**src/rtl/program_loader_if.sv**
```systemverilog
// Byte-stream handshake from the UART receiver into the program loader.
// A transfer happens on a clock edge where rx_valid and rx_ready are both high.
interface program_loader_if;
  logic       rx_valid;
  logic [7:0] rx_data;
  logic       rx_ready;

  modport master (output rx_valid, output rx_data, input rx_ready);
  modport slave  (input rx_valid, input rx_data, output rx_ready);
endinterface

```
**src/rtl/program_loader.sv**
```systemverilog
// Fills instruction memory from a command byte stream and gates the pipeline enable.
// 'L' N <4N bytes MSB first> loads words from address 0; 'R'/'S'/'H' run, step or halt.
module program_loader #(
  parameter int unsigned ADDR_W   = 7,
  parameter int unsigned DATA_W   = 32,
  parameter logic [7:0]  CMD_LOAD = 8'h4C,
  parameter logic [7:0]  CMD_RUN  = 8'h52,
  parameter logic [7:0]  CMD_STEP = 8'h53,
  parameter logic [7:0]  CMD_HALT = 8'h48
) (
  input  logic              clk,
  input  logic              rst,
  program_loader_if.slave   rx,
  output logic              imem_we,
  output logic [ADDR_W-1:0] imem_addr,
  output logic [DATA_W-1:0] imem_wdata,
  output logic              pipe_enable,
  output logic              pipe_rst,
  output logic              busy,
  output logic              load_done
);

  typedef enum logic [2:0] {StIdle, StGetCount, StGetBytes, StWrite, StRun} state_e;

  state_e            state_q, state_d;
  logic [ADDR_W:0]   count_q, count_d;
  logic [ADDR_W-1:0] addr_q, addr_d;
  logic [ADDR_W-1:0] n_trunc;
  logic [1:0]        idx_q, idx_d;
  logic [DATA_W-1:0] word_q, word_d;
  logic              step_q, step_d;
  logic              accept;
  logic              last_word;

  assign rx.rx_ready = rst && (state_q != StWrite);
  assign accept      = rx.rx_valid && rx.rx_ready;
  assign n_trunc     = ADDR_W'(rx.rx_data);
  assign last_word   = (count_q == (ADDR_W + 1)'(1));

  always_comb begin
    state_d = state_q;
    count_d = count_q;
    addr_d  = addr_q;
    idx_d   = idx_q;
    word_d  = word_q;
    step_d  = 1'b0;
    unique case (state_q)
      StIdle: begin
        if (accept) begin
          if (rx.rx_data == CMD_LOAD)      state_d = StGetCount;
          else if (rx.rx_data == CMD_RUN)  state_d = StRun;
          else if (rx.rx_data == CMD_STEP) step_d  = 1'b1;
        end
      end
      StRun: begin
        if (accept) begin
          if (rx.rx_data == CMD_LOAD) state_d = StGetCount;
          else if (rx.rx_data == CMD_HALT || rx.rx_data == CMD_STEP) state_d = StIdle;
        end
      end
      StGetCount: begin
        if (accept) begin
          // A truncated count of zero means a full memory image.
          count_d = (n_trunc == '0) ? {1'b1, {ADDR_W{1'b0}}} : {1'b0, n_trunc};
          idx_d   = 2'd0;
          addr_d  = '0;
          state_d = StGetBytes;
        end
      end
      StGetBytes: begin
        if (accept) begin
          word_d = {word_q[DATA_W-9:0], rx.rx_data};
          idx_d  = idx_q + 2'd1;
          if (idx_q == 2'd3) state_d = StWrite;
        end
      end
      StWrite: begin
        count_d = count_q - (ADDR_W + 1)'(1);
        addr_d  = addr_q + ADDR_W'(1);
        state_d = last_word ? StIdle : StGetBytes;
      end
      default: state_d = StIdle;
    endcase
  end

  always_ff @(posedge clk) begin
    if (!rst) begin
      state_q <= StIdle;
      count_q <= '0;
      addr_q  <= '0;
      idx_q   <= 2'd0;
      word_q  <= '0;
      step_q  <= 1'b0;
    end else begin
      state_q <= state_d;
      count_q <= count_d;
      addr_q  <= addr_d;
      idx_q   <= idx_d;
      word_q  <= word_d;
      step_q  <= step_d;
    end
  end

  assign imem_we     = (state_q == StWrite);
  assign imem_addr   = addr_q;
  assign imem_wdata  = word_q;
  assign pipe_enable = (state_q == StRun) || step_q;
  assign busy        = (state_q == StGetCount) || (state_q == StGetBytes) || (state_q == StWrite);
  assign load_done   = imem_we && last_word;
  assign pipe_rst    = !load_done;

endmodule

```
**src/flat_wrapper.sv**
```systemverilog
// flat-port wrapper written by rule: the top's interface ports become plain ports
module program_loader_flat 
#(
  parameter int unsigned ADDR_W   = 7,
  parameter int unsigned DATA_W   = 32,
  parameter logic [7:0]  CMD_LOAD = 8'h4C,
  parameter logic [7:0]  CMD_RUN  = 8'h52,
  parameter logic [7:0]  CMD_STEP = 8'h53,
  parameter logic [7:0]  CMD_HALT = 8'h48
)
  (clk, rst, imem_we, imem_addr, imem_wdata, pipe_enable, pipe_rst, busy, load_done, rx_rx_valid, rx_rx_data, rx_rx_ready);
  program_loader_if rx_i ();
  input  logic clk;
  input  logic rst;
  output logic imem_we;
  output logic [ADDR_W-1:0] imem_addr;
  output logic [DATA_W-1:0] imem_wdata;
  output logic pipe_enable;
  output logic pipe_rst;
  output logic busy;
  output logic load_done;
  input wire logic [$bits(rx_i.rx_valid)-1:0] rx_rx_valid;
  input wire logic [$bits(rx_i.rx_data)-1:0] rx_rx_data;
  output wire logic [$bits(rx_i.rx_ready)-1:0] rx_rx_ready;
  assign rx_i.rx_valid = rx_rx_valid;
  assign rx_i.rx_data = rx_rx_data;
  assign rx_rx_ready = rx_i.rx_ready;
  program_loader #(.ADDR_W(ADDR_W), .DATA_W(DATA_W), .CMD_LOAD(CMD_LOAD), .CMD_RUN(CMD_RUN), .CMD_STEP(CMD_STEP), .CMD_HALT(CMD_HALT)) u_core (.clk(clk), .rst(rst), .rx(rx_i), .imem_we(imem_we), .imem_addr(imem_addr), .imem_wdata(imem_wdata), .pipe_enable(pipe_enable), .pipe_rst(pipe_rst), .busy(busy), .load_done(load_done));
endmodule
```
**config.mk**
```make
export PLATFORM = sky130hd
export DESIGN_NAME = program_loader_flat
export DESIGN_NICKNAME = d
export VERILOG_FILES = /design/src/rtl/program_loader_if.sv /design/src/rtl/program_loader.sv /design/src/flat_wrapper.sv
export SDC_FILE = /design/constraint.sdc
export NUM_CORES = 1
export LEC_CHECK = 0
export CAP_MARGIN = 30
export CORE_MARGIN = 4
export CORE_UTILIZATION = 32
export CTS_BUF_LIST = sky130_fd_sc_hd__clkbuf_2 sky130_fd_sc_hd__clkbuf_4 sky130_fd_sc_hd__clkbuf_8
export CTS_CLUSTER_DIAMETER = 60
export DETAILED_ROUTE_END_ITERATION = 6
export GPL_ROUTABILITY_DRIVEN = 0
export PLACE_DENSITY = 0.52
export SYNTH_ARGS = -nofsm -noshare
export SYNTH_HDL_FRONTEND = slang
export SYNTH_SLANG_ARGS = --single-unit
export TNS_END_PERCENT = 10
```
**constraint.sdc**
```tcl
create_clock -name clk -period 2.1 [get_ports clk]
set_input_delay 0.21 -clock clk [delete_from_list [all_inputs] [get_ports clk]]
set_output_delay 0.21 -clock clk [all_outputs]
set_load 0.03 [all_outputs]
```
==> results by group <==
Hold path
  • Hold path startpoint: u_core.imem_wdata[27]$_SDFFE_PN0P_
  • Worst hold path type: register to register

CTS
  • Sink Count: 53
  • Clock latency at the later pin of the worst-skew pair: 0.31 ns
  • Hold Buf Count CTS: 0
  • CTS root buffer: clkbuf_8
  • Num CTS Buffers: 5
  • CTS tree: built
  • Clock Pin Slew Worst Setup and Hold Paths: 0.10 ns
  • Post-CTS Setup Repair Bufs: 0
  • Htree depth: 2
  • PostCTS Resize Cnt: 3
  • Max clock buf depth: 2

Placement
  • HPWL Detailed: 4790 um
  • Placed Area: 0.00325 mm^2
  • Quantity of I/O buffers inserted on ports: 55
  • Dpl cells: 477
  • Setup WS pre-CTS: -0.0405 ns

STA
  • Hold_ws: 0.459 ns
  • Post-route setup slack: 0.0986 ns
  • Final Hold Viols: 0
  • Worst-case clock skew: 0.00742 ns
  • Actual slew at the worst max-slew pin: 0.701 ns
  • RSZ-0062 raised after global routing: false
  • Max frequency: 500 MHz
  • Max-slew violations: 0
  • Final Cycle Share: 0.953
  • Final setup violating endpoints: 0
  • Worst relative slew slack: 0.529
  • Final min period: 2.00 ns

Synth
  • FF+latch count, synth: 53
  • Synthesized Nets: 335
  • Number of synthesized flops with an enable pin: 0
  • Post-Synthesis Cells: 320
  • Synth async-reset ratio: 0
  • Synth cell types: 51
  • Register area share after synthesis: 0.427
  • Syn Area/Cell: 7.76 um^2
  • Mapped cell area: 0.00248 mm^2
  • Main synth FF type: dfxtp_1
  • Yosys Warn Count: 0

Layout
  • Most common cell after layout, fill and taps aside: nand2_1
  • Share of cells above drive strength 1: 0.117
  • Final net count: 400
  • Post-layout instance area: 0.00334 mm^2
  • Antenna cells: 0
  • Area growth from synthesis to layout: 34.5%
  • Most frequent cells in the layout: 75 x nand2_1, 53 x dfxtp_1, 50 x a21oi_1, 50 x clkdlybuf4s50_1, 23 x buf_4
  • Post-layout util: 0.451
  • Non-filler cells, final: 485

Floorplan
  • Row count: 31
  • Full die area: 0.00923 mm^2
  • Io pins: 56
  • Die width: 96.1 um
  • Starting Density: 0.335
  • Core Footprint: 0.00741 mm^2
  • Die Y: 96.1 um

Setup path
  • Crit path cell chain: inv_1 -> ha_1 -> nor4b_1 -> buf_4 -> nand3_1 -> dlygate4sd2_1
  • Critical Setup Path Class: register to primary output
  • Worst EP required: 1.89 ns
  • CP arrival: 1.79 ns
  • Worst Path Buf+Inv: 3
  • Critical Path Source: u_core.count_q[1]$_SDFFE_PN0P_
  • Largest delay share family, worst path: buffers and inverters
  • Slowest CP cell: dlygate4sd2_1
  • Worst reg2reg setup slack: 0.32 ns
  • Critical Path Fanout Max: 4
  • Crit end category: primary output
  • Worst r2r src: u_core.state_q[1]$_SDFFE_PN0P_
  • Max incr delay on CP: 0.37 ns
  • Startpoint types: register

Route
  • DR vias: 2,387
  • Routed Antenna Nets: 0
  • First-pass DRT Iterations: 4
  • DRT Wirelength: 6730 um
  • 1st-iter DRT viols: 119
  • DRC errors left: 0
  • WL per Instance: 13.9 um
  • Vias/cell: 4.92

Run
  • Max Cap Viol: 0

Run status
  • Status: complete, no violations

Global routing
  • Antenna violations before repair: 0
  • Number of global-route vias before repair: 2,211
  • GRT Resource Usage Total: 0.150
  • Largest net degree at the start of global routing: 47
  • Gr ovfl total: 0
  • First-pass GRT wire length: 10,900 um

Power
  • PwrDens: 511 mW/mm^2
  • Worst VDD drop: 0.222 mV
  • Static Leak: 1.13 nW
==> logic make-up after synthesis <==
logic type,share of synthesized area
buffers and inverters,0.0549
and+or+nand+nor,0.287
AOI/OAI and AO/OA,0.206
adders and majority gates,0.0202
muxes,0.00454
DFF,0.427
==> path summary, 6_finish.rpt <==
kind	end	cells past startpoint
worst max register to register	u_core.imem_wdata[12]$_SDFFE_PN0P_	6
worst max-delay path	pipe_rst	6
worst min-delay path	u_core.imem_wdata[27]$_SDFFE_PN0P_	2
worst min register to register	u_core.imem_wdata[27]$_SDFFE_PN0P_	2
==> state kept, by name (all words and copies together) (netlist names) <==
| name | count |
|---|---|
| u_core.count_q | 8 |
| u_core.step_q | 1 |
| u_core.imem_wdata | 32 |
| u_core.state_q | 3 |
| u_core.imem_addr | 7 |
| u_core.idx_q | 2 |
==> stage by stage <==
step | power [mW] | TNS (ns)
detailed placement | 1.13 | -0.0405
finish | 1.71 | 0
CTS | 1.73 | 0
global route | 1.77 | 0
floorplan | 1.07 | 0
global placement | 1.13 | -0.0435
==> synthesized netlist by cell type, types with 2 or more instances <==
master / n / area share
a2111oi_0: 2 / 0.0071
a211oi_1: 3 / 0.0091
a21boi_0: 2 / 0.0060
a21oi_1: 50 / 0.10
a31oi_1: 2 / 0.0050
and2_1: 5 / 0.013
buf_4: 2 / 0.0060
buf_6: 3 / 0.014
clkbuf_1: 14 / 0.021
dfxtp_1: 53 / 0.43
ha_1: 4 / 0.020
inv_1: 8 / 0.012
nand2_1: 75 / 0.11
nand2b_1: 3 / 0.0076
nand3_1: 5 / 0.010
nand3b_1: 3 / 0.0091
nor2_1: 18 / 0.027
nor2b_1: 2 / 0.0050
nor3_1: 8 / 0.016
nor3b_1: 4 / 0.012
nor4_1: 2 / 0.0050
nor4bb_1: 2 / 0.0081
o21ai_0: 15 / 0.030
o31a_1: 2 / 0.0071
or2b_2: 4 / 0.014
or3_1: 4 / 0.010
==> worst reg2reg max path, stage by stage, from the launching register on <==
cell and delay (ns):
dfxtp_1 0.34, buf_4 0.18, or2b_2 0.35, or3_1 0.36
buf_4 0.24, nand2_1 0.12, a21oi_1 0.07
==> power by group <==
part / total, mW / internal (mW) / leakage [nW] / switching, mW
registers: 1.00 / 1.00 / 0.427 / 0.0000695
logic: 0.0967 / 0.0451 / 0.660 / 0.0516
clock network: 0.604 / 0.243 / 0.0423 / 0.361
total: 1.71 / 1.29 / 1.13 / 0.413
==> cell type report <==
type | count | area [um^2]
Fill cell | 785 | 4070
Multi-Input combinational cell | 239 | 1290
Sequential cell | 53 | 1060
Timing Repair Buffer | 78 | 739
Tap cell | 99 | 124
Clock buffer | 5 | 68.8
Inverter | 8 | 30.0
Clock inverter | 3 | 26.3
==> routing by layer <==
layer | up-vias | track usage | share of wire
li1 | 1238 | - | -
met4 | 0 | 0.0355 | 0.0074
met3 | 4 | 0.0250 | 0.046
met2 | 50 | 0.234 | 0.45
met5 | - | 0 | 0
met1 | 1095 | 0.214 | 0.50
(Power assumes the default switching activity.)
